## config.mk

```make
export PLATFORM = sky130hd
export DESIGN_NAME = product_accumulator
export DESIGN_NICKNAME = d
export VERILOG_FILES = /design/src/rtl/product_accumulator.sv
export SDC_FILE = /design/constraint.sdc
export NUM_CORES = 1
export LEC_CHECK = 0
export BUFFER_PORTS_ARGS = -buffer_cell sky130_fd_sc_hd__buf_4
export CORE_ASPECT_RATIO = 1.2
export CORE_MARGIN = 4
export CORE_UTILIZATION = 50
export DETAILED_ROUTE_END_ITERATION = 10
export HOLD_SLACK_MARGIN = 0.08
export PLACE_DENSITY = 0.7
export SYNTH_ARGS = -nofsm -noshare
export SYNTH_HDL_FRONTEND = slang
export SYNTH_SLANG_ARGS = --single-unit
export TNS_END_PERCENT = 10
```

## constraint.sdc

```tcl
create_clock -name clk -period 3.15 [get_ports clk]
set_clock_uncertainty 0.2 [all_clocks]
set_input_delay 0.1575 -clock clk [delete_from_list [all_inputs] [get_ports clk]]
set_output_delay 0.1575 -clock clk [all_outputs]
set_load 0.005 [all_outputs]
```

## src/rtl/product_accumulator.sv

```systemverilog
// ---------------------------------------------------------------------------
// product_accumulator
//   Sits directly after the 4x4 array multiplier. Takes a stream of unsigned
//   8-bit products over a valid/ready handshake, adds each group of N_TERMS
//   products together and presents the group total on a valid/ready result
//   port. Typical use: small dot products and FIR taps.
//
// Parameters
//   N_TERMS  products per result (2..256)
//   ACC_W    accumulator / result width (9..32)
//
// Ports
//   clk        rising-edge clock
//   rst_n      asynchronous active-low reset
//   clear      synchronous abort: drops the partial sum and any pending result
//   in_valid   in_prod is valid this cycle
//   in_ready   block accepts in_prod this cycle (high while accumulating)
//   in_prod    unsigned product from the multiplier
//   out_valid  out_sum / out_ovf hold a result
//   out_ready  downstream takes the result (ignored while accumulating)
//   out_sum    group total modulo 2^ACC_W
//   out_ovf    a carry out of ACC_W occurred somewhere in the group
// ---------------------------------------------------------------------------
module product_accumulator #(
  parameter int unsigned N_TERMS = 4,
  parameter int unsigned ACC_W   = 16
) (
  input  logic             clk,
  input  logic             rst_n,
  input  logic             clear,
  input  logic             in_valid,
  output logic             in_ready,
  input  logic [7:0]       in_prod,
  output logic             out_valid,
  input  logic             out_ready,
  output logic [ACC_W-1:0] out_sum,
  output logic             out_ovf
);

  localparam int unsigned     CNT_W = $clog2(N_TERMS);
  localparam logic [CNT_W-1:0] LAST = CNT_W'(N_TERMS - 1);

  typedef enum logic {
    ST_ACC  = 1'b0,
    ST_HOLD = 1'b1
  } state_e;

  state_e           state_q, state_d;
  logic [ACC_W-1:0] acc_q, acc_d;
  logic [CNT_W-1:0] cnt_q, cnt_d;
  logic             ovf_q, ovf_d;
  logic [ACC_W-1:0] sum_q, sum_d;
  logic             sum_ovf_q, sum_ovf_d;

  // One extra bit on the adder captures the carry out of the accumulator.
  logic [ACC_W:0]   add_w;

  always_comb begin
    add_w = {1'b0, acc_q} + {{(ACC_W + 1 - 8){1'b0}}, in_prod};
  end

  always_comb begin
    state_d   = state_q;
    acc_d     = acc_q;
    cnt_d     = cnt_q;
    ovf_d     = ovf_q;
    sum_d     = sum_q;
    sum_ovf_d = sum_ovf_q;
    in_ready  = (state_q == ST_ACC);
    out_valid = (state_q == ST_HOLD);

    if (clear) begin
      // in_ready keeps its state value: the presented input is simply dropped.
      state_d = ST_ACC;
      acc_d   = '0;
      cnt_d   = '0;
      ovf_d   = 1'b0;
    end else begin
      case (state_q)
        ST_ACC: begin
          if (in_valid) begin
            if (cnt_q == LAST) begin
              sum_d     = add_w[ACC_W-1:0];
              sum_ovf_d = ovf_q | add_w[ACC_W];
              acc_d     = '0;
              cnt_d     = '0;
              ovf_d     = 1'b0;
              state_d   = ST_HOLD;
            end else begin
              acc_d = add_w[ACC_W-1:0];
              ovf_d = ovf_q | add_w[ACC_W];
              cnt_d = cnt_q + 1'b1;
            end
          end
        end
        ST_HOLD: begin
          if (out_ready) begin
            state_d = ST_ACC;
          end
        end
        default: state_d = ST_ACC;
      endcase
    end
  end

  always_ff @(posedge clk or negedge rst_n) begin
    if (!rst_n) begin
      state_q   <= ST_ACC;
      acc_q     <= '0;
      cnt_q     <= '0;
      ovf_q     <= 1'b0;
      sum_q     <= '0;
      sum_ovf_q <= 1'b0;
    end else begin
      state_q   <= state_d;
      acc_q     <= acc_d;
      cnt_q     <= cnt_d;
      ovf_q     <= ovf_d;
      sum_q     <= sum_d;
      sum_ovf_q <= sum_ovf_d;
    end
  end

  assign out_sum = sum_q;
  assign out_ovf = sum_ovf_q;

endmodule

```

**Word-level counts from Yosys, hierarchy flattened**

Cells that the tools add are included.

- Logic and storage cells: 33
- Input bits: 13
- Output and inout bits: 19
- Register bits after elaboration: 37

- Equality and inequality tests: 2
- Multiplexer cells: 17
- $add $sub $neg: 2
- Reductions and logical operators: 3
- Bitwise operators: 3

Operators by type and width:

| cell | number |
|---|---|
| 2-to-1 mux 16 bit | 4 |
| adder 16 x 8 -> 17 bit | 1 |
| 2-to-1 mux 1 bit | 8 |
| 2-to-1 mux 2 bit | 4 |
| AND reduction 4 bit | 1 |
| adder 2 x 1 -> 2 bit (second input constant) | 1 |
| == test 2 bit (second input constant) | 1 |
| inequality test 2 bit (second input constant) | 1 |
| inverter 1 bit | 2 |
| case mux 1 bit (2 select lines) | 1 |
| AND reduction 2 bit | 1 |
| nonzero test 2 bit | 1 |
| bitwise OR 1 bit | 1 |

**Logic depth before layout (Yosys ltp)**

Gate-level depths: netlist of the first run.

- Word-level depth: 6
- Mapped depth: 7
- Gate-level depth less buffers: 7

**Worst setup path before layout of the first run**

No wires, ideal clock.

- Path type: register -> register
- Start point: reg acc_q[0]
- End point: reg sum_q[6], in the netlist out_sum[6]
- Arrival time: 1.871 ns
- Buffers on the path: 0
- Cell stages (with the launch flop): 7
- Required time: 2.825 ns
- Path slack: 0.955 ns
- Setup time: 0.125 ns
- Period minus slack after synthesis: 2.195 ns
- Cell sequence: dfrtp_1 -> ha_1 -> fa_1 -> a211oi_2 -> o21ai_0 -> xor2_1 -> mux2_2

- Cells in the longest elaborated chain, start to end: 1

RTL lines:

| element | RTL line | source |
|---|---|---|
| start, declared | 49 | `logic [ACC_W-1:0] acc_q, acc_d;` |
| start signal, assigned | 109 | `acc_q <= '0;` |
| start signal, assigned | 116 | `acc_q <= acc_d;` |
| adder 16 x 8 -> 17 bit | 59 | `add_w = {1'b0, acc_q} + {{(ACC_W + 1 - 8){1'b0}}, in_prod};` |
| end signal, assigned | 119 | `sum_q <= sum_d;` |
| end, declared | 52 | `logic [ACC_W-1:0] sum_q, sum_d;` |

Every way passes these cells.
A chain may end at the register's enable or synchronous reset.

**Final worst setup path of the first run**

- Start point: in in_prod[0]
- End point: reg sum_ovf_q, in the netlist out_ovf

- Cells in the longest elaborated chain, start to end: 2

RTL lines:

| element | RTL line | source |
|---|---|---|
| start, declared | 33 | `input logic [7:0] in_prod,` |
| adder 16 x 8 -> 17 bit | 59 |  |
| bitwise OR 1 bit | 84 | `sum_ovf_d = ovf_q \| add_w[ACC_W];` |
| end signal, assigned | 120 | `sum_ovf_q <= sum_ovf_d;` |
| end, declared | 53 | `logic sum_ovf_q, sum_ovf_d;` |

Every way passes these cells.

==> run_summary.xml, run 1 <==
<?xml version="1.0" encoding="UTF-8"?>
<metrics>
  <group name="final_layout">
    <metric name="antenna_cells" unit="">0</metric>
    <metric name="drive_gt1_share" unit="%">26.01</metric>
    <metric name="finish.utilization" unit="%">64.80</metric>
    <metric name="syn_to_final_growth" unit="%">22.63</metric>
    <metric name="finalNetCount" unit="">245</metric>
  </group>
  <group name="critical_path">
    <metric name="setup.worst_path.class" unit="">in2reg</metric>
    <metric name="path_max_fanout" unit="">8</metric>
    <metric name="critical_path.startpoint_type" unit="">input pin</metric>
    <metric name="r2r_end" unit="">out_ovf</metric>
    <metric name="reg2reg_setup_slack" unit="ps">790</metric>
    <metric name="worst_r2r_startpoint" unit="">acc_q[0]</metric>
    <metric name="endpoint_kind" unit="">flop</metric>
    <metric name="worstPathArrival" unit="ps">2470</metric>
    <metric name="required" unit="ps">3120</metric>
    <metric name="worstRegToRegCells" unit="">7</metric>
  </group>
  <group name="drt">
    <metric name="drt_wl_total" unit="µm">3944</metric>
    <metric name="vias_per_cell" unit="">5.353</metric>
    <metric name="post-route-drc-count" unit="">0</metric>
    <metric name="detailedRoute.firstPassIterationCount" unit="">4</metric>
    <metric name="routedWlPerCell" unit="µm">14.34</metric>
    <metric name="drtIter0Drc" unit="">52</metric>
    <metric name="number_of_routed_nets_with_antenna_violations" unit="">0</metric>
    <metric name="vias" unit="">1472</metric>
  </group>
  <group name="global_routing">
    <metric name="grt_max_degree" unit="">38</metric>
    <metric name="number_of_global_route_vias_before_repair" unit="">1527</metric>
    <metric name="antenna_found_initial" unit="">0</metric>
    <metric name="grtUsageTotal" unit="%">17.71</metric>
    <metric name="global_route_wire_length_before_repair" unit="µm">6996</metric>
    <metric name="overflow" unit="">0</metric>
  </group>
  <group name="pwr">
    <metric name="peakVddDrop" unit="V">0.0003776</metric>
    <metric name="power.density" unit="mW/mm²">473.4</metric>
    <metric name="cellLeakagePower" unit="µW">0.001143</metric>
  </group>
  <group name="sta">
    <metric name="post_layout_worst_setup_margin" unit="ps">641.9</metric>
    <metric name="finalHoldViolations" unit="">0</metric>
    <metric name="setup_total_negative_slack" unit="ps">0</metric>
    <metric name="period_minus_slack" unit="ps">2508</metric>
    <metric name="worst_slew_pin_slew" unit="ps">466.3</metric>
    <metric name="timing.final.setup_violations" unit="">0</metric>
    <metric name="slew-limit-headroom" unit="%">68.91</metric>
    <metric name="grt_setup_unrepaired" unit="">no</metric>
    <metric name="timing.final.crit_share" unit="%">79.62</metric>
    <metric name="max_freq" unit="MHz">398.7</metric>
    <metric name="final_max_slew_viols" unit="">0</metric>
  </group>
  <group name="placement">
    <metric name="place.port_buffers" unit="">31</metric>
    <metric name="routabilityCongestion" unit="">0.7851</metric>
    <metric name="dp_slack" unit="ps">802.8</metric>
    <metric name="final_hpwl_dp" unit="µm">2889</metric>
  </group>
  <group name="yosys">
    <metric name="synth.area.mux_share" unit="%">5.128</metric>
    <metric name="dominantRegCellSynth" unit="">sky130_fd_sc_hd__dfrtp_1</metric>
    <metric name="synthesis.nets" unit="">203</metric>
    <metric name="synth-async-reset-ratio" unit="%">100.0</metric>
    <metric name="ys_seq_elements" unit="">37</metric>
    <metric name="share_of_the_synthesized_area_in_compound_gates_ao_oa_aoi_oai" unit="%">21.60</metric>
    <metric name="avgSynthCellArea" unit="µm²">10.84</metric>
    <metric name="synth_xor_area_share" unit="%">5.833</metric>
    <metric name="mapped_area" unit="mm²">0.001952</metric>
    <metric name="post_synth_fa_ha_maj_area_fraction" unit="%">6.795</metric>
    <metric name="synth-edff-count" unit="">0</metric>
    <metric name="yosysUniqueCellTypes" unit="">36</metric>
    <metric name="yosysSeqAreaShare" unit="%">47.44</metric>
    <metric name="synthCells" unit="">180</metric>
    <metric name="synth_top_family_by_area" unit="">compound AO/OA/AOI/OAI gates</metric>
    <metric name="synth_simple_gate_area_share" unit="%">11.35</metric>
    <metric name="yosys_warnings" unit="">0</metric>
  </group>
  <group name="floorplanning">
    <metric name="start_util" unit="%">52.85</metric>
    <metric name="top_level_ports" unit="">32</metric>
    <metric name="core" unit="mm²">0.003694</metric>
    <metric name="row_count" unit="">24</metric>
    <metric name="die-height" unit="µm">76.45</metric>
    <metric name="floorplan.die.width" unit="µm">65.04</metric>
    <metric name="fp.dieArea" unit="mm²">0.004972</metric>
  </group>
  <group name="outcome">
    <metric name="run_status" unit="">complete, no violations</metric>
  </group>
  <group name="worst_hold_path">
    <metric name="worstHoldPathCells" unit="">3</metric>
    <metric name="hold_start" unit="">in_prod[1]</metric>
    <metric name="worstHoldPathType" unit="">in2reg</metric>
    <metric name="worstHoldEndpoint" unit="">acc_q[1]</metric>
  </group>
  <group name="cts">
    <metric name="clock_insertion_delay_worst_skew" unit="ps">290</metric>
    <metric name="h-tree-depth" unit="">2</metric>
    <metric name="tritoncts_num_sinks" unit="">37</metric>
    <metric name="root_buffer" unit="">sky130_fd_sc_hd__clkbuf_8</metric>
    <metric name="numCtsBuffers" unit="">5</metric>
    <metric name="cts.path.max_buffers" unit="">2</metric>
    <metric name="cts.reportedPaths.clkPinSlew" unit="ps">80</metric>
    <metric name="cts_tree" unit="">built</metric>
  </group>
  <group name="run">
    <metric name="drv.max_cap_violation_count" unit="">0</metric>
  </group>
</metrics>
## cell families after synthesis
kind of cell / after synthesis
AND/OR/NAND/NOR: 40
AO/OA/AOI/OAI: 62
multiplexers: 9
buffers and inverters: 9
flip-flops: 37
XOR/XNOR: 13
adder cells (fa/ha/maj): 10
## final cells by class
| cell class | count | area, µm² |
|---|---|---|
| fillers | 332 | 1300 |
| flip-flops and latches | 37 | 925.9 |
| clock buffers | 6 | 72.57 |
| inverters | 4 | 15.01 |
| repair buffers | 40 | 315.3 |
| clock inverters | 2 | 10.01 |
| multi-input cells | 134 | 989.7 |
| well taps | 52 | 65.06 |
## cells in the mapped netlist, drive strengths merged, types with 3 or more instances
cell	n	area share, %
a211oi	3	1.7
a21o	3	1.2
a21oi	10	2.6
a22o	8	3.6
a31oi	4	1.3
clkbuf	3	0.58
dfrtp	37	47
ha	9	5.8
inv	4	0.77
mux2	8	4.6
nand2	16	3.1
nand3	5	1.3
nor2	4	0.77
o211ai	4	2.8
o21ai	24	6.2
o31ai	4	1.5
or3	5	1.6
xnor2	5	2.2
xor2	8	3.6
## power breakdown
part           switching (µW)  internal, µW
Clock                     163           153
Sequential               23.2           517
Combinational             140           136
## worst max-delay path, cell delays in order
cell	delay, ps
sky130_fd_sc_hd__dlygate4sd3_1	540
sky130_fd_sc_hd__buf_4	140
sky130_fd_sc_hd__ha_1	240
sky130_fd_sc_hd__fa_1	440
sky130_fd_sc_hd__a211oi_2	350
sky130_fd_sc_hd__o211ai_4	160
sky130_fd_sc_hd__and2_1	210
sky130_fd_sc_hd__a31oi_1	170
sky130_fd_sc_hd__o21ai_1	70
## registers in the layout (all words and copies together) (netlist names)
register,flops
acc_q,16
out_sum,16
cnt_q,2
out_ovf,1
out_valid,1
ovf_q,1
## timing repair
action	4_1_cts	5_1_grt
gates resized for setup	0	0
endpoints found under the hold margin	41	0
hold buffers	6	0
setup endpoints to repair	0	0
buffers inserted	0	0
## metal layers
| metal | part of all wire, % | routed length [µm] | GRT usage (%) |
|---|---|---|---|
| met5 | 0 | 0 | 0 |
| met4 | 1.1 | 44 | 6.017 |
| met3 | 3.1 | 124 | 3.245 |
| met2 | 53 | 2076 | 30.91 |
| met1 | 43 | 1699 | 21.61 |
## metrics by stage
step | std cells | hold WS [ps] | instance area (µm²) | power [µW]
5_1_grt | 275 | 130.9 | 2394 | 1203
4_1_cts | 275 | 117.8 | 2394 | 1150
3_5_place_dp | 261 | -52.62 | 2251 | 822.3
6_report | 275 | 111.8 | 2394 | 1133
3_3_place_gp | 261 | -60.23 | 2251 | 814.5
2_1_floorplan | 180 | -338.1 | 1952 | 721.8
## worst max-delay path by stage
stage,start,to,cells past startpoint
after floorplan,acc_q[0],out_sum[6],6
after global placement,acc_q[0],out_ovf,7
after detailed placement,acc_q[0],out_ovf,7
after CTS,in_prod[0],out_ovf,9
after global routing,in_prod[0],out_ovf,9
final,in_prod[0],out_ovf,9
## placed cells by master (no fill, tap or decap), drive strengths merged, types with 2 or more instances in the layout
| cell type | Yosys | routed |
|---|---|---|
| dlygate4sd3 | 0 | 6 |
| o21ai | 24 | 24 |
| clkinv | 0 | 2 |
| clkbuf | 3 | 6 |
| o211ai | 4 | 4 |
| nor2 | 4 | 4 |
| or3 | 5 | 5 |
| xnor2 | 5 | 5 |
| a31oi | 4 | 4 |
| and2 | 2 | 2 |
| a21oi | 10 | 10 |
| xor2 | 8 | 8 |
| dfrtp | 37 | 37 |
| and3 | 2 | 2 |
| nor3 | 2 | 2 |
| nand4 | 2 | 2 |
| buf | 2 | 34 |
| nand3 | 5 | 5 |
| mux2 | 8 | 8 |
| ha | 9 | 9 |
| a22o | 8 | 8 |
| a211oi | 3 | 3 |
| inv | 4 | 4 |
| a21o | 3 | 3 |
| o31ai | 4 | 4 |
| nand2 | 16 | 16 |
Power figures use the tool's default switching activity.
==> inputs of run 2 (changes only) <==
==> constraint.sdc (replaced) <==
create_clock -name clk -period 2.6 [get_ports clk]
set_clock_uncertainty 0.2 [all_clocks]
set_input_delay 0.13 -clock clk [delete_from_list [all_inputs] [get_ports clk]]
set_output_delay 0.13 -clock clk [all_outputs]
set_load 0.005 [all_outputs]
==> run 2 against run 1 <==
Compared with the run above:
- worst hold slack lost 8.1 ps
- final cell count unchanged
- combinational power rose by 21%
- core utilization up 0.85 points
- global-route usage barely moved
- largest power group unchanged
==> run_summary.xml, run 2 (same netlist as run 1, synthesis figures left out) <==
<?xml version="1.0" encoding="UTF-8"?>
<metrics>
  <group name="floorplanning">
    <metric name="start_util" unit="%">52.85</metric>
    <metric name="floorplan.die.width" unit="µm">65.04</metric>
    <metric name="row_count" unit="">24</metric>
    <metric name="die-height" unit="µm">76.45</metric>
    <metric name="core" unit="mm²">0.003694</metric>
    <metric name="top_level_ports" unit="">32</metric>
    <metric name="fp.dieArea" unit="mm²">0.004972</metric>
  </group>
  <group name="final_layout">
    <metric name="num-fill-cells" unit="">318</metric>
    <metric name="area.sequential" unit="µm²">925.9</metric>
    <metric name="layout.cells.non_filler" unit="">275</metric>
    <metric name="syn_to_final_growth" unit="%">24.23</metric>
    <metric name="finish.utilization" unit="%">65.65</metric>
    <metric name="layout.cells.most_common" unit="">sky130_fd_sc_hd__dfrtp_1</metric>
    <metric name="antenna_cells" unit="">0</metric>
    <metric name="drive_gt1_share" unit="%">26.46</metric>
    <metric name="mostFrequentLayoutCells" unit="">37 x sky130_fd_sc_hd__dfrtp_1, 33 x sky130_fd_sc_hd__buf_4, 17 x sky130_fd_sc_hd__o21ai_1</metric>
    <metric name="multi_input_gate_area_in_the_final_layout" unit="µm²">989.7</metric>
    <metric name="finalNetCount" unit="">245</metric>
  </group>
  <group name="pwr">
    <metric name="cellLeakagePower" unit="µW">0.001159</metric>
    <metric name="peakVddDrop" unit="V">0.0003575</metric>
    <metric name="power.density" unit="mW/mm²">588.9</metric>
  </group>
  <group name="critical_path">
    <metric name="critPathTopFamily" unit="">compound AO/OA/AOI/OAI gates</metric>
    <metric name="worstPathArrival" unit="ps">2430</metric>
    <metric name="critical-path-slowest-cell" unit="">sky130_fd_sc_hd__dlygate4sd3_1</metric>
    <metric name="max_stage_delay" unit="ps">540</metric>
    <metric name="endpoint_kind" unit="">flop</metric>
    <metric name="critical_path.startpoint_type" unit="">input pin</metric>
    <metric name="critical_path_depth" unit="">9</metric>
    <metric name="timing.critical_path.buf_inv" unit="">2</metric>
    <metric name="cp_cell_sequence" unit="">dlygate4sd3_1 -&gt; buf_4 -&gt; ha_1 -&gt; fa_1 -&gt; a211oi_2 -&gt; o211ai_4 -&gt; and2_1 -&gt; a31oi_1 -&gt; o21ai_1</metric>
    <metric name="path_max_fanout" unit="">8</metric>
    <metric name="required" unit="ps">2580</metric>
    <metric name="setup.worst_path.class" unit="">in2reg</metric>
    <metric name="worstRegToRegCells" unit="">7</metric>
  </group>
  <group name="sta">
    <metric name="final_max_slew_viols" unit="">0</metric>
    <metric name="timing.final.setup_violations" unit="">0</metric>
    <metric name="worst_slew_pin_slew" unit="ps">469.2</metric>
    <metric name="finalHoldViolations" unit="">0</metric>
    <metric name="timing.final.crit_share" unit="%">94.54</metric>
    <metric name="max_freq" unit="MHz">406.8</metric>
    <metric name="setup_total_negative_slack" unit="ps">0</metric>
    <metric name="grt_setup_unrepaired" unit="">no</metric>
    <metric name="slew-limit-headroom" unit="%">68.64</metric>
    <metric name="worst_hold_slack" unit="ps">103.6</metric>
    <metric name="period_minus_slack" unit="ps">2458</metric>
  </group>
  <group name="drt">
    <metric name="number_of_routed_nets_with_antenna_violations" unit="">0</metric>
    <metric name="drt_wl_total" unit="µm">3974</metric>
    <metric name="vias_per_cell" unit="">5.509</metric>
    <metric name="routedWlPerCell" unit="µm">14.45</metric>
    <metric name="drtIter0Drc" unit="">28</metric>
    <metric name="detailedRoute.firstPassIterationCount" unit="">4</metric>
    <metric name="post-route-drc-count" unit="">0</metric>
    <metric name="vias" unit="">1515</metric>
  </group>
  <group name="outcome">
    <metric name="run_status" unit="">complete, no violations</metric>
  </group>
  <group name="worst_hold_path">
    <metric name="worstHoldPathCells" unit="">3</metric>
    <metric name="worstHoldPathType" unit="">in2reg</metric>
  </group>
  <group name="cts">
    <metric name="cts_resized" unit="">0</metric>
    <metric name="clock_insertion_delay_worst_skew" unit="ps">290</metric>
    <metric name="cts_post_setup_buffers_inserted" unit="">0</metric>
    <metric name="cts.reportedPaths.clkPinSlew" unit="ps">70</metric>
    <metric name="tritoncts_num_sinks" unit="">37</metric>
    <metric name="numCtsBuffers" unit="">5</metric>
    <metric name="h-tree-depth" unit="">2</metric>
    <metric name="cts.path.max_buffers" unit="">2</metric>
    <metric name="root_buffer" unit="">sky130_fd_sc_hd__clkbuf_8</metric>
    <metric name="cts_tree" unit="">built</metric>
  </group>
  <group name="global_routing">
    <metric name="grtUsageTotal" unit="%">17.70</metric>
    <metric name="antenna_found_initial" unit="">0</metric>
    <metric name="grt_max_degree" unit="">38</metric>
    <metric name="overflow" unit="">0</metric>
    <metric name="global_route_wire_length_before_repair" unit="µm">6948</metric>
    <metric name="number_of_global_route_vias_before_repair" unit="">1524</metric>
  </group>
  <group name="placement">
    <metric name="place.port_buffers" unit="">31</metric>
    <metric name="dp.cells" unit="">261</metric>
    <metric name="routabilityCongestion" unit="">0.7898</metric>
    <metric name="final_hpwl_dp" unit="µm">2869</metric>
  </group>
  <group name="run">
    <metric name="drv.max_cap_violation_count" unit="">0</metric>
  </group>
</metrics>
run 2: changes by cell type in the layout (fill, tap and decap cells not counted):
cell and delta:
sky130_fd_sc_hd__buf_4 -1, sky130_fd_sc_hd__clkinv_2 -1, sky130_fd_sc_hd__clkbuf_8 +2, sky130_fd_sc_hd__buf_12 +1, sky130_fd_sc_hd__clkbuf_1 -1
run 2: stage by stage:
step | power (µW) | area [µm²] | setup WS [ps]
floorplan | 874.5 | 1952 | 404.6
global placement | 987.5 | 2263 | 315.2
detailed placement | 996.3 | 2263 | 282.5
CTS | 1447 | 2425 | 137.7
global route | 1510 | 2425 | 1.083
finish | 1428 | 2425 | 142.0
run 2: area by class of cell:
type / count / area share, %
Clock buffer: 7 / 3.973
Clock inverter: 1 / 0.2064
Inverter: 4 / 0.6192
Multi-Input combinational cell: 134 / 40.82
Sequential cell: 37 / 38.18
Tap cell: 52 / 2.683
Timing Repair Buffer: 40 / 13.52
run 2: worst reg2reg max path, stage by stage (launching register included):
cell                       delay, ps
sky130_fd_sc_hd__dfrtp_1         400
sky130_fd_sc_hd__ha_1            240
sky130_fd_sc_hd__fa_1            440
sky130_fd_sc_hd__a211oi_2        340
sky130_fd_sc_hd__o211ai_4        160
sky130_fd_sc_hd__and2_1          210
sky130_fd_sc_hd__a31oi_1         170
sky130_fd_sc_hd__o21ai_1          70
run 2: timing repair:
item | 4_1_cts | 5_1_grt
hold endpoints to repair | 41 | 0
endpoints found under the setup margin | 0 | 0
hold buffers | 6 | 0
run 2: where the power goes:
| part | leakage [µW] | internal, µW | switching [µW] |
|---|---|---|---|
| Combinational | 0.000598 | 166 | 171 |
| Clock | 0.0000542 | 239 | 197 |
| Sequential | 0.000506 | 627 | 29.3 |
run 2: worst paths after layout:
| path | start | end | slack (ps) |
|---|---|---|---|
| setup / recovery | in_prod[0] | out_ovf | 140 |
| hold / removal | in_prod[1] | out_sum[1] | 100 |
| setup reg to reg | acc_q[0] | out_ovf | 260 |
| hold reg to reg | out_sum[14] | out_sum[14] | 280 |
| max in group asynchronous | rst_n | out_sum[1] | 1740 |
| min in group asynchronous | rst_n | out_sum[15] | 140 |
run 2: layer usage:
metal	GRT usage, %	wire [µm]
met2	29.79	2038
met5	0	0
met3	4.277	171
met4	7.676	101
met1	21.22	1662
